--- src/rtl/alarm_controller.sv ---
// Anti-theft car alarm FSM driving a countdown timer client.
// Programmable 4-entry delay table; all outputs are registered.
module alarm_controller #(
  parameter int unsigned T_ARM_DELAY       = 6,
  parameter int unsigned T_DRIVER_DELAY    = 8,
  parameter int unsigned T_PASSENGER_DELAY = 15,
  parameter int unsigned T_ALARM_ON        = 10
) (
  input  logic       clock,
  input  logic       reset,
  input  logic       ignition,
  input  logic       driver_door,
  input  logic       passenger_door,
  input  logic       reprogram,
  input  logic [1:0] time_param_sel,
  input  logic [3:0] time_value,
  input  logic       expired_pulse,
  input  logic       one_hz,
  output logic       start_timer,
  output logic [3:0] value,
  output logic       siren,
  output logic       status_indicator,
  output logic [2:0] state_out
);

  typedef enum logic [2:0] {
    ARMED      = 3'd0,
    TRIGGERED  = 3'd1,
    ALARM      = 3'd2,
    ALARM_HOLD = 3'd3,
    DISARMED   = 3'd4,
    WAIT_CLOSE = 3'd5,
    ARMING     = 3'd6
  } state_e;

  state_e     state_q, state_d;
  logic       start_q, start_d;
  logic [3:0] value_q, value_d;
  logic       siren_q, siren_d;
  logic       led_q, led_d;
  logic [3:0] tbl_q [4];
  logic [3:0] tbl_d [4];
  logic       any_open;

  assign any_open = driver_door | passenger_door;

  // Next state, timer start request, table write and output values.
  always_comb begin
    state_d = state_q;
    start_d = 1'b0;
    value_d = value_q;
    tbl_d   = tbl_q;
    if (reprogram) begin
      tbl_d[time_param_sel] = time_value;
      state_d = ARMED;
    end else if (ignition) begin
      state_d = DISARMED;
    end else begin
      unique case (state_q)
        ARMED: begin
          if (driver_door) begin
            state_d = TRIGGERED;
            start_d = 1'b1;
            value_d = tbl_q[1];
          end else if (passenger_door) begin
            state_d = TRIGGERED;
            start_d = 1'b1;
            value_d = tbl_q[2];
          end
        end
        TRIGGERED: begin
          if (expired_pulse) state_d = ALARM;
        end
        ALARM: begin
          if (!any_open) begin
            state_d = ALARM_HOLD;
            start_d = 1'b1;
            value_d = tbl_q[3];
          end
        end
        ALARM_HOLD: begin
          if (any_open) state_d = ALARM;
          else if (expired_pulse) state_d = ARMED;
        end
        DISARMED: begin
          if (driver_door) state_d = WAIT_CLOSE;
        end
        WAIT_CLOSE: begin
          if (!any_open) begin
            state_d = ARMING;
            start_d = 1'b1;
            value_d = tbl_q[0];
          end
        end
        ARMING: begin
          if (any_open) state_d = WAIT_CLOSE;
          else if (expired_pulse) state_d = ARMED;
        end
        default: state_d = ARMED;
      endcase
    end

    siren_d = (state_d == ALARM) || (state_d == ALARM_HOLD);

    // LED blinks only while staying in ARMED; entering ARMED clears it.
    unique case (state_d)
      TRIGGERED, ALARM, ALARM_HOLD: led_d = 1'b1;
      ARMED: begin
        if (state_q == ARMED && !reprogram) led_d = led_q ^ one_hz;
        else led_d = 1'b0;
      end
      default: led_d = 1'b0;
    endcase
  end

  // State, outputs and delay table registers.
  always_ff @(posedge clock or posedge reset) begin
    if (reset) begin
      state_q  <= ARMED;
      start_q  <= 1'b0;
      value_q  <= 4'd0;
      siren_q  <= 1'b0;
      led_q    <= 1'b0;
      tbl_q[0] <= 4'(T_ARM_DELAY);
      tbl_q[1] <= 4'(T_DRIVER_DELAY);
      tbl_q[2] <= 4'(T_PASSENGER_DELAY);
      tbl_q[3] <= 4'(T_ALARM_ON);
    end else begin
      state_q <= state_d;
      start_q <= start_d;
      value_q <= value_d;
      siren_q <= siren_d;
      led_q   <= led_d;
      tbl_q   <= tbl_d;
    end
  end

  assign start_timer      = start_q;
  assign value            = value_q;
  assign siren            = siren_q;
  assign status_indicator = led_q;
  assign state_out        = state_q;

endmodule

--- config.mk ---
export PLATFORM = sky130hd
export DESIGN_NAME = alarm_controller
export DESIGN_NICKNAME = d
export VERILOG_FILES = /design/src/rtl/alarm_controller.sv
export SDC_FILE = /design/constraint.sdc
export NUM_CORES = 1
export LEC_CHECK = 0
export BUFFER_PORTS_ARGS = -buffer_cell sky130_fd_sc_hd__clkbuf_2
export CAP_MARGIN = 15
export CORE_MARGIN = 2
export CORE_UTILIZATION = 25
export CTS_BUF_LIST = sky130_fd_sc_hd__clkbuf_16
export DETAILED_ROUTE_END_ITERATION = 12
export GPL_ROUTABILITY_DRIVEN = 0
export PLACE_DENSITY = 0.4
export SYNTH_ARGS = -nofsm -noshare
export SYNTH_HDL_FRONTEND = slang
export SYNTH_SLANG_ARGS = --single-unit
--- constraint.sdc ---
create_clock -name clock -period 2.76 [get_ports clock]
set_input_delay 0.552 -clock clock [delete_from_list [all_inputs] [get_ports clock]]
set_output_delay 0.552 -clock clock [all_outputs]
set_load 0.005 [all_outputs]
== Yosys cells after proc, flatten, opt, wreduce, memory -nomap -nowiden ==
Cells that the tools add are included.
Storage, ports and cells
  bits in registers: 26
  bits in latches: 0
  RAM bits: 0
  bits in read-only memories: 0
  input bits: 14
  logic and storage cells: 66
  memories kept: 0
Cells by class
  $add $sub $neg: 0
  multipliers: 0
  div/mod/pow operators: 0
  order comparisons: 2
  equality and inequality tests: 12
  shifts and indexed selects: 0
  multiplexer cells: 28
  bitwise gates (word level): 5
  reductions and logical operators: 10
Operator list (number)
  two-way mux 3 bit: 11
  case mux 3 bit (7 select lines): 1
  two-way mux 4 bit: 5
  bitwise mux 16 bit: 1
  == test 3 x 2 -> 1 bit, second input constant: 4
  case mux 4 bit (3 select lines): 1
  == test 3 bit, second input constant: 3
  demux 4 bit (select 2 bit): 1
  == test 3 x 1 -> 1 bit, second input constant: 2
  logical NOT 3 bit: 2
  two-way mux 1 bit: 6
  AND reduction 6 bit: 1
  inequality test 2 bit, second input constant: 2
  case mux 1 bit (2 select lines): 2
  greater-or-equal comparator 3 bit, second input constant: 1
  less-than comparator 3 x 1 -> 1 bit, second input constant: 1
  inequality test 3 bit, second input constant: 1
  inverter 2 -> 3 bit: 1
  nonzero test 3 bit: 1
  OR reduction 3 bit: 1
  logical AND 1 bit: 2
  inverter 1 bit: 2
  OR reduction 2 bit: 1
  logical NOT 1 bit: 1
  3 further kinds: 3

== Logic depth before layout (Yosys ltp) ==
  depth in word-level cells: 8
  gate-level depth with buffers: 6
  mapped depth without buffers: 5

== Worst setup path after synthesis ==
OpenSTA, ideal clock, no wires.
  path kind: input port to flip-flop
  from: in driver_door
  to: reg value_q[0], in the netlist value[0]
  arrival: 1.686 ns
  data required time: 2.635 ns
  setup slack: 0.949 ns
  stages on the path: 6
  buffers on the path: 1
  cell sequence: buf_6 nor2_1 mux2i_1 mux2i_1 nor3_4 mux2_2
On the way
  word-level cells in the longest chain between the ends: 3
  elaborated cells on any way between the ends: 7
  those cells by class: eq/ne: 3; mux: 2; bitwise: 1; reduce/logical: 1
Ends and longest elaborated chain
  from (decl): line 12  | input logic driver_door,
  bitwise OR 1 bit: line 45  | assign any_open = driver_door | passenger_door;
  inequality test 2 bit (no source line)
  AND reduction 6 bit (no source line)
  to (signal assigned): line 131  | value_q <= value_d;
  to (decl): line 38  | logic [3:0] value_q, value_d;
Several ways; a longest one is shown, not always the timed one.
A chain may end at the register's enable or synchronous reset.

== Worst setup path after layout ==
  from: reg state_q[2], in the netlist state_out[2]
  to: reg value_q[1], in the netlist value[1]
On the way
  word-level cells in the longest chain between the ends: 3
  elaborated cells on any way between the ends: 9
  those cells by class: eq/ne: 5; mux: 1; reduce/logical: 3
Ends and longest elaborated chain
  from (decl): line 36  | state_e state_q, state_d;
  from (signal assigned): line 129  | state_q <= state_d;
  == test 3 x 2 -> 1 bit (tied with other cells): line 59  | unique case (state_q)
  inequality test 2 bit (no source line) (tied with other cells)
  AND reduction 6 bit (no source line)
Several ways; a longest one is shown, not always the timed one.

==> results.sh <==
export IMPL_grt_pass1_vias=992
export IMPL_avgViaCountPerCell=4.60
export IMPL_finalSetupTns_ns=0
export IMPL_fin_nets=153
export IMPL_hold_buffers=0
export IMPL_synthArstFlopShare_pct=100
export IMPL_power_density_mw_per_mm2=706
export IMPL_min_period_ns=1.93
export IMPL_layout_drive_gt1_share_pct=42.8
export IMPL_numPortBuffers=23
export IMPL_die_h_um=77.6
export IMPL_hold_viol=0
export IMPL_n_antenna_cell=0
export IMPL_gr_total_overflow=0
export IMPL_die_area_mm2=0.00601
export IMPL_path_class="reg2reg"
export IMPL_initial_core_util_pct=26.1
export IMPL_p_leak_nw=0.689
export IMPL_cts_buffers=3
export IMPL_critPathLaunchType="flop"
export IMPL_cp_arrival_ns=2.07
export IMPL_cts_tree="yes"
export IMPL_slew_headroom_pct=33.1
export IMPL_synth_edf_count=0
export IMPL_io_pins=24
export IMPL_ys_flop_type="dfrtp_1"
export IMPL_max_freq_mhz=519
export IMPL_max_cap_violations=0
export IMPL_cts_path_max_buffers=2
export IMPL_tightest_slew_ns=1.00
export IMPL_dr_total_vias=957
export IMPL_drtAntennaViolNets=0
export IMPL_final_util_pct=31.3
export IMPL_ctsResizeCount=0
export IMPL_drt_total_wl_mm=2.96
export IMPL_endpoint_kind="flop"
export IMPL_ys_types=31
export IMPL_ir_worst_vdd_mv=0.281
export IMPL_clk_pin_slew_ns=0.07
export IMPL_first_pass_iters=4
export IMPL_grt_pass1_wl_mm=5.03
export IMPL_dpl_hpwl_mm=2.25
export IMPL_synth_top_cell_area_share_pct=31.5
export IMPL_period_share_pct=69.8
export IMPL_yosysWarningCount=0
export IMPL_postCtsSetupBuffers=0
export IMPL_netlist_instances=118
export IMPL_critPathRequiredTime_ns=2.91
export IMPL_finalSetupViolations=0
export IMPL_yosysTopAreaCell="dfrtp_1"
export IMPL_yosysMostFrequentCell="mux2_2"
export IMPL_area_delta_synth_final_pct=19.6
export IMPL_cts_sinks=26
export IMPL_synth_seq_cells=26
export IMPL_cts_root_buf="clkbuf_16"
export IMPL_fp_row_count=26
export IMPL_drcViolationCount=0
export IMPL_rsz0062_at_grt="false"
export IMPL_syn_cell_area_mm2=0.00135
export IMPL_crit_path_max_fanout=14
export IMPL_min_path_type="in2async"
export IMPL_drv_slew=0
export IMPL_clkLatencyLatePin_ns=0.26
export IMPL_grt_max_degree=27
export IMPL_die_x_um=77.6
export IMPL_synth_area_per_cell_um2=11.5
export IMPL_syn_num_nets=132
export IMPL_wl_per_cell_um=14.2
export IMPL_ctsHtreeMaxLevel=1
export IMPL_ys_top_cells_by_count="20 x mux2_2, 17 x dfrtp_1, 9 x dfstp_2"
export IMPL_coreArea_mm2=0.00517
export IMPL_grt_total_usage_pct=10.7
export IMPL_drt_iter0_drc=38
export IMPL_outcome="complete, no violations"
export IMPL_ys_top_cells_by_area="dfrtp_1 31%, dfstp_2 17%, mux2_2 17%"
export IMPL_fin_skew_ns=0.00268
export IMPL_seq_area_frac_synth_pct=48.9
export IMPL_antenna_found_initial=0
final timing paths:
path	startpoint	end	slack [ns]	depth (start not counted)
min	reset	tbl_q[8]	0.51	2
max in group asynchronous	reset	siren	1.65	2
max reg2reg	state_out[2]	value[1]	0.83	5
max	state_out[2]	value[1]	0.83	5
min in group clock	tbl_q[9]	tbl_q[9]	0.51	1
min reg2reg	tbl_q[9]	tbl_q[9]	0.51	1
layer usage:
metal / wire (um) / global-route usage [%]
met1: 1430 / 14.9
met2: 1370 / 16.3
met3: 123 / 2.33
met4: 29 / 4.29
met5: 0 / 0
critical path: stages (launching register included):
cell and delay (ns):
dfrtp_1 0.54, or2_1 0.39, mux2i_1 0.16, mux2i_1 0.11, nor3_4 0.24, mux2_2 0.36
cell type report:
cell class	instances	area (um2)
multi-input combinational	80	629
fill	533	3550
clock inverter	1	30.0
timing repair buffer	23	115
clock buffer	3	75.1
sequential	26	662
tap	70	87.6
inverter	5	18.8
report_power, final:
group          internal (mW)  total (mW)  switching (mW)
Clock                  0.289       0.422           0.133
Sequential             0.473       0.518          0.0442
Combinational          0.113       0.203          0.0901
kinds of logic (layout without fill, tap and decap cells):
logic type	Yosys count	after routing	synth area share (%)
compound gates	23	23	11.7
xor+xnor	1	1	0.648
buf+inv	12	32	4.53
flops	26	26	48.9
mux	26	26	21.1
simple gates	30	30	13.1
flip-flops by register name, summed over array words and instances, names as in the netlist:
register	cells
tbl_q	16
value	4
state_out	3
siren	1
start_timer	1
status_indicator	1
cells in the final DEF (no fill, tap or decap), drive strengths merged, types with 4 or more instances in the layout:
master   n
a211oi   5
a21boi   4
clkbuf  26
dfrtp   17
dfstp    9
inv      5
mux2    20
mux2i    6
nand2    7
nor2     6
nor3b    6
o21ai    6
stage by stage:
step / std cells / setup slack [ns] / total power [mW] / hold WS [ns] / area [um2]
global route: 208 / 0.676 / 1.21 / 0.516 / 1620
floorplan: 118 / 0.949 / 0.655 / 0.475 / 1350
detailed placement: 204 / 0.676 / 0.736 / 0.494 / 1510
finish: 208 / 0.835 / 1.14 / 0.507 / 1620
global placement: 204 / 0.735 / 0.731 / 0.486 / 1510
CTS: 208 / 0.793 / 1.16 / 0.510 / 1620
(Power assumes the default switching activity.)
